### src/rtl/riscv_instr_fetch_unit.sv
// Instruction prefetch unit: word fetch over req/gnt/rvalid,
// word FIFO, halfword realignment into 32-bit instruction slots.
module riscv_instr_fetch_unit #(
  parameter int FIFO_DEPTH = 4
) (
  input  logic        clk,
  input  logic        rst_n,
  input  logic        req_i,
  input  logic        branch_i,
  input  logic [31:0] addr_i,
  input  logic        ready_i,
  output logic        valid_o,
  output logic [31:0] rdata_o,
  output logic [31:0] addr_o,
  output logic        instr_req_o,
  output logic [31:0] instr_addr_o,
  input  logic        instr_gnt_i,
  input  logic        instr_rvalid_i,
  input  logic [31:0] instr_rdata_i,
  input  logic        instr_err_pmp_i,
  output logic        fetch_failed_o,
  output logic        busy_o
);

  localparam int AW = $clog2(FIFO_DEPTH);
  localparam logic [AW:0] DEPTH = (AW+1)'(FIFO_DEPTH);
  localparam logic [AW:0] TWO   = (AW+1)'(2);

  typedef enum logic [1:0] {
    IDLE,
    WAIT_GNT,
    WAIT_RVALID,
    WAIT_ABORTED
  } state_t;

  state_t      state_q, state_d, issue_next;
  logic [31:0] fptr_q, fptr_d;
  logic [31:0] cur_q, cur_d;
  logic [31:0] mem_q [FIFO_DEPTH];
  logic [AW-1:0] rd_q, wr_q, rd_nx;
  logic [AW:0] cnt_q;
  logic        failed_q;

  logic [31:0] target, head;
  logic [15:0] second;
  logic        failed_eff, room, can_issue, granted;
  logic        push, pop, fire, is16, head_c;
  logic        nonempty, two, slot_ok;

  assign target     = {addr_i[31:2], 2'b00};
  assign failed_eff = failed_q & ~branch_i;
  assign room       = branch_i | (cnt_q < DEPTH);
  assign can_issue  = (state_q == IDLE) |
                      ((state_q == WAIT_ABORTED) &
                       instr_rvalid_i);

  assign instr_req_o = (state_q == WAIT_GNT) |
                       (can_issue & req_i &
                        ~failed_eff & room);
  assign instr_addr_o = branch_i ? target : fptr_q;

  assign granted = instr_req_o & instr_gnt_i &
                   ~instr_err_pmp_i;
  assign fptr_d  = granted ? instr_addr_o + 32'd4
                           : instr_addr_o;

  always_comb begin
    issue_next = IDLE;
    if (instr_req_o && !instr_err_pmp_i)
      issue_next = instr_gnt_i ? WAIT_RVALID : WAIT_GNT;
  end

  always_comb begin
    state_d = state_q;
    unique case (state_q)
      IDLE, WAIT_GNT: state_d = issue_next;
      WAIT_RVALID: begin
        if (instr_rvalid_i)
          state_d = IDLE;
        else if (branch_i)
          state_d = WAIT_ABORTED;
      end
      WAIT_ABORTED: begin
        if (instr_rvalid_i)
          state_d = issue_next;
      end
      default: state_d = IDLE;
    endcase
  end

  assign push = (state_q == WAIT_RVALID) &
                instr_rvalid_i & ~branch_i;

  // Realignment of the current slot from head/second word
  assign rd_nx    = rd_q + AW'(1);
  assign head     = mem_q[rd_q];
  assign second   = mem_q[rd_nx][15:0];
  assign head_c   = head[17:16] != 2'b11;
  assign nonempty = cnt_q != '0;
  assign two      = cnt_q >= TWO;

  always_comb begin
    slot_ok = 1'b0;
    unique case (1'b1)
      !cur_q[1]:          slot_ok = nonempty;
      cur_q[1] && head_c: slot_ok = nonempty;
      cur_q[1] && !head_c: slot_ok = two;
    endcase
  end

  assign rdata_o = cur_q[1] ? {second, head[31:16]}
                            : head;
  assign addr_o  = cur_q;
  assign valid_o = slot_ok & ~branch_i;

  assign is16 = rdata_o[1:0] != 2'b11;
  assign fire = valid_o & ready_i;
  // A word is done once the slot end crosses its boundary
  assign pop  = fire & (cur_q[1] | ~is16);

  always_comb begin
    cur_d = cur_q;
    if (branch_i)
      cur_d = addr_i;
    else if (fire)
      cur_d = cur_q + (is16 ? 32'd2 : 32'd4);
  end

  assign fetch_failed_o = failed_q;
  assign busy_o = instr_req_o |
                  (state_q == WAIT_RVALID) |
                  (state_q == WAIT_ABORTED);

  always_ff @(posedge clk or negedge rst_n) begin
    if (!rst_n) begin
      state_q  <= IDLE;
      fptr_q   <= '0;
      cur_q    <= '0;
      failed_q <= 1'b0;
    end else begin
      state_q  <= state_d;
      fptr_q   <= fptr_d;
      cur_q    <= cur_d;
      failed_q <= failed_eff |
                  (instr_req_o & instr_err_pmp_i);
    end
  end

  always_ff @(posedge clk or negedge rst_n) begin
    if (!rst_n) begin
      rd_q  <= '0;
      wr_q  <= '0;
      cnt_q <= '0;
      for (int i = 0; i < FIFO_DEPTH; i++)
        mem_q[i] <= '0;
    end else if (branch_i) begin
      rd_q  <= '0;
      wr_q  <= '0;
      cnt_q <= '0;
    end else begin
      if (push) begin
        mem_q[wr_q] <= instr_rdata_i;
        wr_q <= wr_q + AW'(1);
      end
      if (pop)
        rd_q <= rd_nx;
      cnt_q <= cnt_q + {{AW{1'b0}}, push}
                     - {{AW{1'b0}}, pop};
    end
  end

endmodule

### config.mk
export PLATFORM = sky130hd
export DESIGN_NAME = riscv_instr_fetch_unit
export DESIGN_NICKNAME = d
export VERILOG_FILES = /design/src/rtl/riscv_instr_fetch_unit.sv
export SDC_FILE = /design/constraint.sdc
export NUM_CORES = 1
export LEC_CHECK = 0
export CORE_ASPECT_RATIO = 0.6
export CORE_UTILIZATION = 49
export CTS_CLUSTER_SIZE = 12
export DETAILED_ROUTE_END_ITERATION = 10
export PLACE_DENSITY_LB_ADDON = 0.2
export SLEW_MARGIN = 20
export SYNTH_ARGS = -nofsm -noshare
export SYNTH_HDL_FRONTEND = slang
export SYNTH_SLANG_ARGS = --single-unit
### constraint.sdc
create_clock -name clk -period 3.2 [get_ports clk]
set_clock_uncertainty 0.1 [all_clocks]
set_input_delay 0.48 -clock clk [delete_from_list [all_inputs] [get_ports clk]]
set_output_delay 0.48 -clock clk [all_outputs]
set_load 0.02 [all_outputs]
After elaboration in Yosys (flattened, before gate mapping)
Index checks and enable logic that the tools add are counted. Widths: inputs -> output; s select.

Equal/unequal tests: 7. Multiply operators: 0. Shift operators: 0. Divide/modulo/power cells: 0. Order comparisons: 6. Multiplexer cells: 27. $add $sub $neg: 6. Reduce and logical (&&, ||, !) cells: 16. Bitwise operators: 27.

Operators with widths (count): $mux 32 (8); $bmux 32 s2 (2); $bwmux 128 (1); $demux 32 s2 (1); $add 32x3->32 (1); $add 32x3->32 const B (1); $mux 16 (2); $mux 2 (9); $and 1x1->1 (13); $ge 3x3->1 const B (3); $not 2->3 (3); $or 1x1->1 (7); $mux 3 (2); $ne 2x2->1 const B (3); $pmux 2 s3 (1); $reduce_bool 2->1 (3); $add 2x1->2 const B (2); $eq 2x2->1 const B (2); $logic_and 1x1->1 (4); $not 1->1 (4); $reduce_and 2->1 (2); $reduce_or 2->1 (2); $add 3x1->3 (1); $ge 3x2->1 const B (1); 9 further kinds (11).

Latch bits: 0. Bits in writable memories: 0. Word-level logic and storage cells: 100. Register bits after elaboration: 202. Memories: 0. Bits in read-only memories: 0. Bits of input ports: 72.

Logic depth before layout (Yosys ltp)
Gate-level depths: netlist of the first run.

Depth after elaboration: 13. Gate-level depth with buffers: 17.

Worst setup path after synthesis of the first run
No wires, ideal clock.

Kind: reg-to-reg. Start: register rd_q[1]. End: register cur_q[19], in the netlist addr_o[19]. Data arrival time: 3.561 ns. Setup slack: -0.586 ns. Required time: 2.975 ns. Stages on the path, launching flop included: 16. Buffers on the path: 4. Path through: dfrtp_1 > buf_2 > buf_2 > buf_2 > mux4_2 > nand2_1 > o21ai_0 > nand2_1 > ha_1 > inv_1 > fa_1 > nor2_1 > clkbuf_1 > o2111ai_1 > xnor2_1 > mux2_2.

RTL lines: start, declared (RTL line 40) `logic [AW-1:0] rd_q, wr_q, rd_nx;`; start signal, assigned (RTL line 166) `rd_q <= rd_nx;`; $not 2->3 (not written as such) (RTL line 96) `assign head = mem_q[rd_q];`; $bmux 32 s2 (RTL line 96); $mux 32 (not written as such) (2 in series) (RTL line 96); $mux 32 (RTL line 111) `assign rdata_o = cur_q[1] ? {second, head[31:16]}`; net rdata_o[1] (RTL line 13) `output logic [31:0] rdata_o,`; $ne 2x2->1 (RTL line 116) `assign is16 = rdata_o[1:0] != 2'b11;`; $mux 3 (RTL line 126) `cur_d = cur_q + (is16 ? 32'd2 : 32'd4);`; $add 32x3->32 (RTL line 126); $mux 32 (RTL line 125) `else if (fire)`; $mux 32 (RTL line 123) `if (branch_i)`; end signal, assigned (RTL line 143) `cur_q <= cur_d;`; end, declared (RTL line 38) `logic [31:0] cur_q, cur_d;`.

The timed path passes the listed nets, and every way through them passes these cells. The select of a mux whose other input is x is not followed. A chain may end at the register's enable or synchronous reset.

Worst setup path after layout of the first run
Start: register rd_q[0]. End: output rdata_o[15].

Cells in the longest elaborated chain, start to end: 5.

RTL lines (RTL line): $not 2->3 (not written as such) (96); $bmux 32 s2 (96); $mux 32 (not written as such) (2 in series) (96); $mux 32 (111); end, declared (13).

Every way passes these cells. The select of a mux whose other input is x is not followed.

==> results of run 1 <==
## power by group
group	total [mW]	switching [mW]	internal, mW
Sequential	3.17	0.250	2.92
Combinational	2.61	1.31	1.30
Clock	2.24	0.966	1.27
Total	8.02	2.53	5.50
## final cells by class
| class | count | area (um2) | share of cell area |
|---|---|---|---|
| repair buffers | 217 | 2190 | 0.160 |
| clock buffers | 32 | 597 | 0.0437 |
| well taps | 279 | 349 | 0.0256 |
| flip-flops and latches | 202 | 5060 | 0.370 |
| clock inverters | 1 | 8.76 | 0.000642 |
| inverters | 32 | 120 | 0.00880 |
| multi-input cells | 619 | 5330 | 0.391 |
## per-stage QoR
step | setup slack (ns) | setup TNS (ns) | instances | total power, mW | utilization
3_5_place_dp | 0.0170 | 0 | 1342 | 5.78 | 0.609
6_report | 0.0734 | 0 | 1382 | 8.02 | 0.643
5_1_grt | -0.0346 | -0.0696 | 1382 | 8.41 | 0.643
3_3_place_gp | 0.120 | 0 | 1342 | 5.72 | 0.609
4_1_cts | 0.0141 | 0 | 1378 | 8.06 | 0.640
2_1_floorplan | 0.000786 | 0 | 903 | 4.62 | -
## cells by family (layout without fill, tap and decap cells)
logic type	after synthesis	count (layout)	synth area share
flip-flops	202	202	0.472
buffers and inverters	82	282	0.0320
AND/OR/NAND/NOR	246	246	0.107
adder cells (fa/ha/maj)	13	13	0.0166
XOR/XNOR	54	54	0.0441
AO/OA/AOI/OAI	100	100	0.0633
multiplexers	206	206	0.265
## synthesized netlist by cell type (14+ instances only)
library cell	n
sky130_fd_sc_hd__buf_1	21
sky130_fd_sc_hd__nand3_1	14
sky130_fd_sc_hd__inv_1	29
sky130_fd_sc_hd__dfrtp_1	202
sky130_fd_sc_hd__mux4_2	47
sky130_fd_sc_hd__xnor2_1	30
sky130_fd_sc_hd__xor2_1	24
sky130_fd_sc_hd__mux2_2	152
sky130_fd_sc_hd__nand2_1	138
sky130_fd_sc_hd__o21ai_0	41
sky130_fd_sc_hd__clkbuf_1	14
sky130_fd_sc_hd__nor2_1	29
## registers in the layout, summed over array words and instances (netlist names)
register        count
addr_o             32
cnt_q               3
fetch_failed_o      1
fptr_q             32
mem_q             128
rd_q                2
state_q             2
wr_q                2
## timing repair
| action | 4_1_cts | 5_1_grt |
|---|---|---|
| pin swaps | 0 | 3 |
| hold buffers | 1 | 0 |
| gates resized for setup | 6 | 10 |
| setup endpoints to repair | 30 | 19 |
| setup buffers | 2 | 4 |
| hold endpoints to repair | 79 | 0 |
## metal layers
| layer | GRT usage | share of wire | up-vias |
|---|---|---|---|
| met5 | 0 | 0 | - |
| met4 | 0.0422 | 0.013 | 0 |
| met3 | 0.0475 | 0.070 | 28 |
| met2 | 0.340 | 0.41 | 246 |
| met1 | 0.406 | 0.51 | 3981 |
| li1 | - | - | 3607 |
## worst max path at each step
stage	endpoint	slack, ns	cells after the start
after floorplan	addr_o[19]	0.0008	15
after global placement	addr_o[31]	0.12	12
after detailed placement	addr_o[31]	0.02	12
after CTS	rdata_o[14]	0.01	6
after global routing	addr_o[31]	-0.03	13
final	rdata_o[15]	0.07	6
## worst reg2reg max path, cell delays in order, from the launching register on
cell                        delay, ns
sky130_fd_sc_hd__dfrtp_2         0.44
sky130_fd_sc_hd__buf_4           0.16
sky130_fd_sc_hd__mux4_2          0.48
sky130_fd_sc_hd__nand2_1         0.09
sky130_fd_sc_hd__nand2_1         0.10
sky130_fd_sc_hd__nand2_2         0.11
sky130_fd_sc_hd__ha_1            0.17
sky130_fd_sc_hd__inv_1           0.06
sky130_fd_sc_hd__fa_1            0.38
sky130_fd_sc_hd__nor2_2          0.14
sky130_fd_sc_hd__buf_12          0.15
sky130_fd_sc_hd__o2111ai_1       0.11
sky130_fd_sc_hd__or3_1           0.35
sky130_fd_sc_hd__a31oi_1         0.16
==> reports/qor.json, run 1 <==
{
  "status": {"value": "finished with violations"},
  "failed_checks": {"value": "DRC"},
  "floorplan.core_area": {"value": 21200, "unit": "um2"},
  "timing.critical_path.buf_inv": {"value": 3},
  "hold_path_class": {"value": "in -> reg"},
  "synth-edff-count": {"value": 0},
  "postPlaceCellArea": {"value": 12900, "unit": "um2"},
  "critical_path_peak_fanout": {"value": 22},
  "synth_seq_area_share": {"value": 0.472},
  "startpoint_type": {"value": "flip-flop"},
  "worst-endpoint-arrival": {"value": 2.55, "unit": "ns"},
  "cts_buffers": {"value": 21},
  "finalCritPeriodShare": {"value": 0.977},
  "design.final.nets": {"value": 1178},
  "hold_path.startpoint": {"value": "branch_i"},
  "wire_per_inst": {"value": 19.8, "unit": "um"},
  "initial_core_util": {"value": 0.505},
  "finalHoldWorstSlack": {"value": 0.295, "unit": "ns"},
  "timing_hold_violations_final": {"value": 0},
  "clk_transition_reported_paths": {"value": 0.06, "unit": "ns"},
  "maxSlewViolCount": {"value": 0},
  "worst-slew-pin-transition": {"value": 0.743, "unit": "ns"},
  "globalRoute.totalOverflow": {"value": 0},
  "setup.worst_path.start": {"value": "rd_q[0]"},
  "critPathTopFamily": {"value": "buffers and inverters"},
  "die_height": {"value": 117, "unit": "um"},
  "synth_cell_types": {"value": 58},
  "crit_required": {"value": 2.62, "unit": "ns"},
  "placement.io_buffers": {"value": 171},
  "clock_tree.root_cell": {"value": "sky130_fd_sc_hd__clkbuf_16"},
  "timing.slew.headroom": {"value": 0.501},
  "clock-sinks": {"value": 202},
  "commonest_cells_after_routing_fill_and_taps_aside": {"value": "sky130_fd_sc_hd__dfrtp_1, sky130_fd_sc_hd__clkdlybuf4s50_1, sky130_fd_sc_hd__mux2_2, sky130_fd_sc_hd__nand2_1, sky130_fd_sc_hd__mux4_2"},
  "grt_max_degree": {"value": 83},
  "syn_nets": {"value": 988},
  "finish.instance_area": {"value": 13700, "unit": "um2"},
  "tritoncts_clock_tree": {"value": "done"},
  "fin_crit": {"value": 3.13, "unit": "ns"},
  "worst-setup-path-type": {"value": "reg -> out"},
  "remaining_drc_errors": {"value": 21},
  "drt-pass1-iter-count": {"value": 8},
  "syn-cell-area": {"value": 10700, "unit": "um2"},
  "maxClockFrequency": {"value": 320, "unit": "MHz"},
  "hold_path_depth": {"value": 2},
  "grt.total_usage": {"value": 0.248},
  "cp_common_cell": {"value": "sky130_fd_sc_hd__nand2_1"},
  "crit_path_max_incr_delay": {"value": 0.54, "unit": "ns"},
  "antennaDiodeCount": {"value": 0},
  "final_layout_size_suffix_gt1_frac": {"value": 0.260},
  "area_enclosed_by_the_die_boundary": {"value": 22500, "unit": "um2"},
  "worst_r2r_startpoint": {"value": "rd_q[0]"},
  "first_global_vias": {"value": 7454},
  "finalSetupViolations": {"value": 0},
  "synth.area.top_cells": {"value": "sky130_fd_sc_hd__dfrtp_1, sky130_fd_sc_hd__mux2_2, sky130_fd_sc_hd__mux4_2, sky130_fd_sc_hd__nand2_1, sky130_fd_sc_hd__xnor2_1"},
  "ff2ff_path_depth": {"value": 13},
  "dp_hpwl": {"value": 19.6, "unit": "mm"},
  "grt_antenna_before_repair": {"value": 0},
  "grt_pass1_wl": {"value": 42.8, "unit": "mm"},
  "place_congestion": {"value": 0.873},
  "area_growth_syn_to_layout": {"value": 27.4, "unit": "%"},
  "unrepaired_setup_endpoints_after_global_routing": {"value": "true"},
  "synthesized_area_divided_by_synthesized_cell_count": {"value": 11.9, "unit": "um2"},
  "synth_top_area_share": {"value": 0.472},
  "total_wire_length_after_detailed_routing": {"value": 27.3, "unit": "mm"},
  "timing.reg2reg.setup_slack": {"value": 0.09, "unit": "ns"},
  "post_synth_inst_count": {"value": 903},
  "die_w": {"value": 193, "unit": "um"},
  "asyncSetResetFlopFracSynth": {"value": 1.00},
  "detailroute.via_count": {"value": 7862},
  "layout.cells.most_common": {"value": "sky130_fd_sc_hd__dfrtp_1"},
  "worstReg2RegEnd": {"value": "addr_o[31]"},
  "pwr_density_cell": {"value": 588, "unit": "nW/um2"},
  "cts_max_path_buffers": {"value": 3},
  "crit_chain": {"value": "buf_4 > buf_8 > mux4_2 > nand2_1 > nand2_1 > clkdlybuf4s50_1"},
  "first_iter_violations": {"value": 557},
  "synth.largest_area_cell": {"value": "sky130_fd_sc_hd__dfrtp_1"},
  "whs_endpoint": {"value": "fptr_q[0]"},
  "synth.ff_latch_count": {"value": 202},
  "insertion_delay": {"value": 0.50, "unit": "ns"},
  "ioPinCount": {"value": 172},
  "fillerInstances": {"value": 1680},
  "synthFlopType": {"value": "sky130_fd_sc_hd__dfrtp_1"},
  "maxCapViolations": {"value": 0},
  "worst_setup_path_end_kind": {"value": "output port"},
  "clock_tree.htree_level_count": {"value": 1},
  "power.leakage": {"value": 6.07, "unit": "nW"},
  "antenna_violating_nets_post_route": {"value": 0},
  "number_of_standard_cell_rows_in_the_floorplan": {"value": 41},
  "yosys_warnings": {"value": 0},
  "slowest_cell_on_the_critical_path": {"value": "sky130_fd_sc_hd__mux4_2"},
  "vias_per_cell": {"value": 5.69},
  "vdd.ir_drop.worst": {"value": 0.327, "unit": "mV"}
}
No activity file was read; power rests on OpenSTA's default activity.
==> inputs of run 2 (changes only) <==
Settings changed: PLACE_DENSITY set to 0.88, PLACE_DENSITY_LB_ADDON 0.2 to unset.
==> reports/qor.json, run 2 (synthesized netlist as in run 1, its figures left out) <==
{
  "status": {"value": "finished with violations"},
  "failed_checks": {"value": "DRC"},
  "tritoncts_clock_tree": {"value": "done"},
  "pwr_density_cell": {"value": 593, "unit": "nW/um2"},
  "cts_max_path_buffers": {"value": 3},
  "fin_total_pwr": {"value": 8.10, "unit": "mW"},
  "combPwrFrac": {"value": 0.317},
  "number_of_standard_cell_rows_in_the_floorplan": {"value": 41},
  "floorplan.core_area": {"value": 21200, "unit": "um2"},
  "maxSlewViolCount": {"value": 0},
  "commonest_cells_after_routing_fill_and_taps_aside": {"value": "sky130_fd_sc_hd__dfrtp_1, sky130_fd_sc_hd__clkdlybuf4s50_1, sky130_fd_sc_hd__mux2_2, sky130_fd_sc_hd__nand2_1, sky130_fd_sc_hd__mux4_2"},
  "fin_cells": {"value": 1381},
  "power_frac_clock": {"value": 0.290},
  "hold_path_class": {"value": "in -> reg"},
  "critical_path_peak_fanout": {"value": 22},
  "postPlaceCellArea": {"value": 12900, "unit": "um2"},
  "internal_power_of_the_cells": {"value": 5.59, "unit": "mW"},
  "unrepaired_setup_endpoints_after_global_routing": {"value": "true"},
  "first_global_vias": {"value": 7828},
  "vdd.ir_drop.worst": {"value": 0.342, "unit": "mV"},
  "worstReg2RegEnd": {"value": "cnt_q[2]"},
  "clock_tree.root_cell": {"value": "sky130_fd_sc_hd__clkbuf_16"},
  "area_enclosed_by_the_die_boundary": {"value": 22500, "unit": "um2"},
  "worst_setup_path_end_kind": {"value": "output port"},
  "critical_path.endpoint": {"value": "rdata_o[30]"},
  "power.sequential.fraction": {"value": 0.393},
  "maxClockFrequency": {"value": 320, "unit": "MHz"},
  "clock-sinks": {"value": 202},
  "finalCritPeriodShare": {"value": 0.976},
  "place.detailed.instances": {"value": 1338},
  "grt_max_degree": {"value": 83},
  "worst-setup-path-type": {"value": "reg -> out"},
  "antenna_violating_nets_post_route": {"value": 0},
  "die_w": {"value": 193, "unit": "um"},
  "startpoint_type": {"value": "flip-flop"},
  "wire_per_inst": {"value": 20.9, "unit": "um"},
  "ff2ff_path_depth": {"value": 15},
  "clk_transition_reported_paths": {"value": 0.06, "unit": "ns"},
  "ioPinCount": {"value": 172},
  "max_flop_register": {"value": "mem_q"},
  "timing_hold_violations_final": {"value": 0},
  "fillerInstances": {"value": 1536},
  "worst-slew-pin-transition": {"value": 0.778, "unit": "ns"},
  "final_layout_size_suffix_gt1_frac": {"value": 0.262},
  "power.leakage": {"value": 6.15, "unit": "nW"},
  "grt.total_usage": {"value": 0.259},
  "dp_hpwl": {"value": 20.3, "unit": "mm"},
  "first_iter_violations": {"value": 644},
  "maxCapViolations": {"value": 0},
  "worst-endpoint-arrival": {"value": 2.54, "unit": "ns"},
  "design.final.nets": {"value": 1177},
  "pre_cts_slack": {"value": 0.0670, "unit": "ns"},
  "total_wire_length_after_detailed_routing": {"value": 28.8, "unit": "mm"},
  "fin_crit": {"value": 3.12, "unit": "ns"},
  "grt_antenna_before_repair": {"value": 4},
  "finish.instance_area": {"value": 13700, "unit": "um2"},
  "detailroute.via_count": {"value": 8017},
  "cts_buffers": {"value": 21},
  "setup.worst_path.start": {"value": "rd_q[0]"},
  "timing.slew.headroom": {"value": 0.474},
  "remaining_drc_errors": {"value": 24},
  "finalCoreUtilization": {"value": 0.643},
  "crit_required": {"value": 2.62, "unit": "ns"},
  "globalRoute.totalOverflow": {"value": 0},
  "sw_frac_of_total": {"value": 0.310},
  "place_congestion": {"value": 0.870},
  "timing.reg2reg.setup_slack": {"value": 0.16, "unit": "ns"},
  "power.switching": {"value": 2.51, "unit": "mW"},
  "number_of_flip_flops_under_the_largest_register_name": {"value": 128},
  "vias_per_cell": {"value": 5.81},
  "placement.io_buffers": {"value": 171},
  "grt_pass1_wl": {"value": 44.3, "unit": "mm"},
  "initial_core_util": {"value": 0.505},
  "die_height": {"value": 117, "unit": "um"},
  "layout.cells.most_common": {"value": "sky130_fd_sc_hd__dfrtp_1"},
  "area_growth_syn_to_layout": {"value": 27.4, "unit": "%"},
  "drt-pass1-iter-count": {"value": 8},
  "setup_slack": {"value": 0.0767, "unit": "ns"},
  "worst_r2r_startpoint": {"value": "rd_q[0]"},
  "insertion_delay": {"value": 0.50, "unit": "ns"},
  "finalSetupViolations": {"value": 0},
  "clock_tree.htree_level_count": {"value": 1}
}
run 2: cell types whose count changed in the layout (fill, tap and decap cells not counted), sizes merged:
| cell | previous run | this run |
|---|---|---|
| buf | 46 | 45 |
| bufinv | 0 | 2 |
| clkbuf | 33 | 29 |
| clkdlybuf4s50 | 164 | 157 |
| diode | 0 | 3 |
| dlymetal6s2s | 4 | 11 |
| inv | 31 | 30 |
run 2: metrics by stage:
stage	setup TNS (ns)	hold WS (ns)
2_1_floorplan	0	0.0844
3_3_place_gp	0	0.382
3_5_place_dp	0	0.389
4_1_cts	0	0.255
5_1_grt	-0.0261	0.323
6_report	0	0.267
run 2: what timing repair did:
action | in CTS | in global routing
gates cloned | 0 | 1
endpoints found under the setup margin | 24 | 30
buffers inserted | 2 | 6
hold buffers | 1 | 0
endpoints found under the hold margin | 79 | 0
pin swaps | 0 | 4
resized for setup | 8 | 21
run 2: worst min path at each step:
stage / from / slack, ns / to / cells after the start
global route: branch_i / 0.32 / addr_o[3] / 3
detailed placement: mem_q[27] / 0.39 / mem_q[27] / 1
floorplan: rst_n / 0.08 / addr_o[0] / 0
CTS: branch_i / 0.25 / addr_o[3] / 3
global placement: mem_q[52] / 0.38 / mem_q[52] / 1
finish: branch_i / 0.27 / addr_o[3] / 3
run 2: power by group through the flow:
stage	sequential, mW	combinational, mW	clock [mW]
floorplan	3.17	1.45	0
detailed placement	3.21	2.51	0
CTS	3.17	2.55	2.38
finish	3.18	2.57	2.35
global placement	3.19	2.45	0
global route	3.22	2.74	2.49
run 2: routing by layer:
metal / vias up / GRT usage / part of all wire
met1: 4080 / 0.393 / 0.47
met3: 40 / 0.0787 / 0.086
met2: 283 / 0.367 / 0.43
met4: 4 / 0.0474 / 0.014
li1: 3610 / - / -
met5: - / 0 / 0.00087
run 2: worst max-delay path, cell delays in order (launching register included):
cell	delay, ns
sky130_fd_sc_hd__dfrtp_2	0.45
sky130_fd_sc_hd__buf_4	0.15
sky130_fd_sc_hd__buf_8	0.21
sky130_fd_sc_hd__mux4_2	0.56
sky130_fd_sc_hd__nand2_1	0.09
sky130_fd_sc_hd__nand2_1	0.05
sky130_fd_sc_hd__clkdlybuf4s50_1	0.53
run 2: layout make-up:
type | instances | area (um2) | share of cell area
antenna | 3 | 7.51 | 0.000550
clock buffer | 28 | 562 | 0.0412
clock inverter | 2 | 60.1 | 0.00440
inverter | 32 | 120 | 0.00880
multi-input combinational | 619 | 5350 | 0.392
sequential | 202 | 5060 | 0.370
tap | 279 | 349 | 0.0256
timing repair buffer | 216 | 2150 | 0.157
==> inputs of run 3 (changes only) <==
Settings changed: SETUP_SLACK_MARGIN set to 0.4.
==> reports/qor.json, run 3 (synthesized netlist as in run 1, its figures left out) <==
{
  "status": {"value": "finished with violations"},
  "failed_checks": {"value": "DRC"},
  "fin_total_pwr": {"value": 8.44, "unit": "mW"},
  "hold_path_class": {"value": "in -> reg"},
  "grt_max_degree": {"value": 85},
  "die_w": {"value": 193, "unit": "um"},
  "number_of_flip_flops_under_the_largest_register_name": {"value": 128},
  "remaining_drc_errors": {"value": 4},
  "layout.cells.most_common": {"value": "sky130_fd_sc_hd__dfrtp_1"},
  "finalCritPeriodShare": {"value": 0.958},
  "unrepaired_setup_endpoints_after_global_routing": {"value": "true"},
  "power.leakage": {"value": 6.48, "unit": "nW"},
  "critical_path_peak_fanout": {"value": 6},
  "worst-setup-path-type": {"value": "reg -> reg"},
  "die_height": {"value": 117, "unit": "um"},
  "fillerInstances": {"value": 1444},
  "vdd.ir_drop.worst": {"value": 0.381, "unit": "mV"},
  "sw_frac_of_total": {"value": 0.329},
  "ioPinCount": {"value": 172},
  "cts_buffers": {"value": 21},
  "pwr_density_cell": {"value": 575, "unit": "nW/um2"},
  "area_growth_syn_to_layout": {"value": 36.9, "unit": "%"},
  "maxCapViolations": {"value": 0},
  "startpoint_type": {"value": "flip-flop"},
  "internal_power_of_the_cells": {"value": 5.66, "unit": "mW"},
  "antennaDiodeCount": {"value": 0},
  "antenna_violating_nets_post_route": {"value": 0},
  "commonest_cells_after_routing_fill_and_taps_aside": {"value": "sky130_fd_sc_hd__dfrtp_1, sky130_fd_sc_hd__mux2_2, sky130_fd_sc_hd__clkdlybuf4s50_1, sky130_fd_sc_hd__nand2_1, sky130_fd_sc_hd__buf_4"},
  "clock_tree.htree_level_count": {"value": 1},
  "clock_tree.root_cell": {"value": "sky130_fd_sc_hd__clkbuf_16"},
  "initial_core_util": {"value": 0.505},
  "maxSlewViolCount": {"value": 0},
  "worst-endpoint-arrival": {"value": 3.36, "unit": "ns"},
  "drt-pass1-iter-count": {"value": 8},
  "placement.io_buffers": {"value": 171},
  "cts_max_path_buffers": {"value": 3},
  "maxClockFrequency": {"value": 326, "unit": "MHz"},
  "area_enclosed_by_the_die_boundary": {"value": 22500, "unit": "um2"},
  "power_frac_clock": {"value": 0.272},
  "design.final.nets": {"value": 1223},
  "clk_transition_reported_paths": {"value": 0.06, "unit": "ns"},
  "max_flop_register": {"value": "mem_q"},
  "first_global_vias": {"value": 8257},
  "place_congestion": {"value": 0.903},
  "tritoncts_clock_tree": {"value": "done"},
  "globalRoute.totalOverflow": {"value": 0},
  "timing_hold_violations_final": {"value": 0},
  "wire_per_inst": {"value": 22.3, "unit": "um"},
  "grt_pass1_wl": {"value": 46.5, "unit": "mm"},
  "grt_antenna_before_repair": {"value": 0},
  "final_layout_size_suffix_gt1_frac": {"value": 0.381},
  "timing.slew.headroom": {"value": 0.524},
  "total_wire_length_after_detailed_routing": {"value": 31.8, "unit": "mm"},
  "detailroute.via_count": {"value": 8400},
  "worst_setup_path_end_kind": {"value": "flip-flop"},
  "fin_crit": {"value": 3.07, "unit": "ns"},
  "fin_tns_setup": {"value": 0, "unit": "ns"},
  "power.switching": {"value": 2.77, "unit": "mW"},
  "finalSetupViolations": {"value": 0},
  "dp_hpwl": {"value": 19.6, "unit": "mm"},
  "power.sequential.fraction": {"value": 0.380},
  "number_of_standard_cell_rows_in_the_floorplan": {"value": 41},
  "combPwrFrac": {"value": 0.349},
  "first_iter_violations": {"value": 714},
  "clock-sinks": {"value": 202},
  "insertion_delay": {"value": 0.50, "unit": "ns"},
  "floorplan.core_area": {"value": 21200, "unit": "um2"},
  "vias_per_cell": {"value": 5.89},
  "grt.total_usage": {"value": 0.270},
  "worst-slew-pin-transition": {"value": 0.709, "unit": "ns"},
  "crit_required": {"value": 3.49, "unit": "ns"}
}
-- run 3: changes by cell type in the layout (fill, tap and decap cells not counted), sizes merged, moves of 2 or more --
cell | previous run | this run
buf | 45 | 114
clkdlybuf4s50 | 157 | 134
clkbuf | 29 | 39
dlymetal6s2s | 11 | 2
diode | 3 | 0
bufinv | 2 | 0
-- run 3: final timing paths --
kind,start,to,slack [ns],depth (start not counted)
worst max-delay path,rd_q[0],addr_o[18],0.13,14
worst min-delay path,branch_i,fptr_q[4],0.39,3
worst max register to register,rd_q[0],addr_o[18],0.13,14
worst min register to register,mem_q[94],mem_q[94],0.40,1
max in group asynchronous,rst_n,rd_q[1],1.70,3
min in group asynchronous,rst_n,mem_q[101],0.47,2
-- run 3: metal layers --
| metal | global-route usage | part of all wire | vias to the layer above |
|---|---|---|---|
| met1 | 0.413 | 0.46 | 4277 |
| met3 | 0.0427 | 0.068 | 60 |
| li1 | - | - | 3697 |
| met5 | 0 | 0 | - |
| met2 | 0.402 | 0.45 | 366 |
| met4 | 0.0651 | 0.024 | 0 |
-- run 3: power by group through the flow --
| stage | clock network, mW | logic (mW) | registers, mW |
|---|---|---|---|
| final | 2.29 | 2.94 | 3.20 |
| after global routing | 2.43 | 3.12 | 3.23 |
| after floorplan | 0 | 1.55 | 3.17 |
| after global placement | 0 | 2.51 | 3.19 |
| after detailed placement | 0 | 2.58 | 3.21 |
| after CTS | 2.31 | 2.60 | 3.17 |
-- run 3: worst max-delay path, cell delays in order (launching register included) --
cell                        delay (ns)
sky130_fd_sc_hd__dfrtp_2          0.47
sky130_fd_sc_hd__mux4_2           0.60
sky130_fd_sc_hd__inv_4            0.12
sky130_fd_sc_hd__o21ai_4          0.08
sky130_fd_sc_hd__nand2_4          0.10
sky130_fd_sc_hd__buf_6            0.11
sky130_fd_sc_hd__buf_6            0.09
sky130_fd_sc_hd__inv_4            0.03
sky130_fd_sc_hd__ha_4             0.26
sky130_fd_sc_hd__a21oi_4          0.07
sky130_fd_sc_hd__nor4_4           0.18
sky130_fd_sc_hd__buf_4            0.22
sky130_fd_sc_hd__o2111ai_4        0.13
sky130_fd_sc_hd__xnor2_1          0.15
sky130_fd_sc_hd__mux2_2           0.26
-- run 3: final cells by class --
class	count	area, um2	share of cell area
multi-input combinational	619	5850	0.398
clock buffer	31	603	0.0411
tap	279	349	0.0238
timing repair buffer	262	2680	0.183
inverter	32	128	0.00870
clock inverter	1	8.76	0.000597
sequential	202	5060	0.345
-- run 3: repair_timing --
action	CTS	global route
gates cloned	3	1
setup buffers	31	22
gates resized for setup	134	162
endpoints found under the hold margin	82	0
endpoints found under the setup margin	61	65
pin swaps	16	42
hold buffers	1	0
-- run 3: metrics by stage --
stage	util	std cells	area [um2]	worst slack [ns]	hold slack, ns
2_1_floorplan	-	903	11000	0.285	0.0844
3_3_place_gp	0.612	1336	13000	0.181	0.383
3_5_place_dp	0.612	1336	13000	0.0836	0.389
4_1_cts	0.661	1403	14000	0.231	0.380
5_1_grt	0.691	1426	14700	0.0765	0.409
6_report	0.691	1426	14700	0.134	0.391
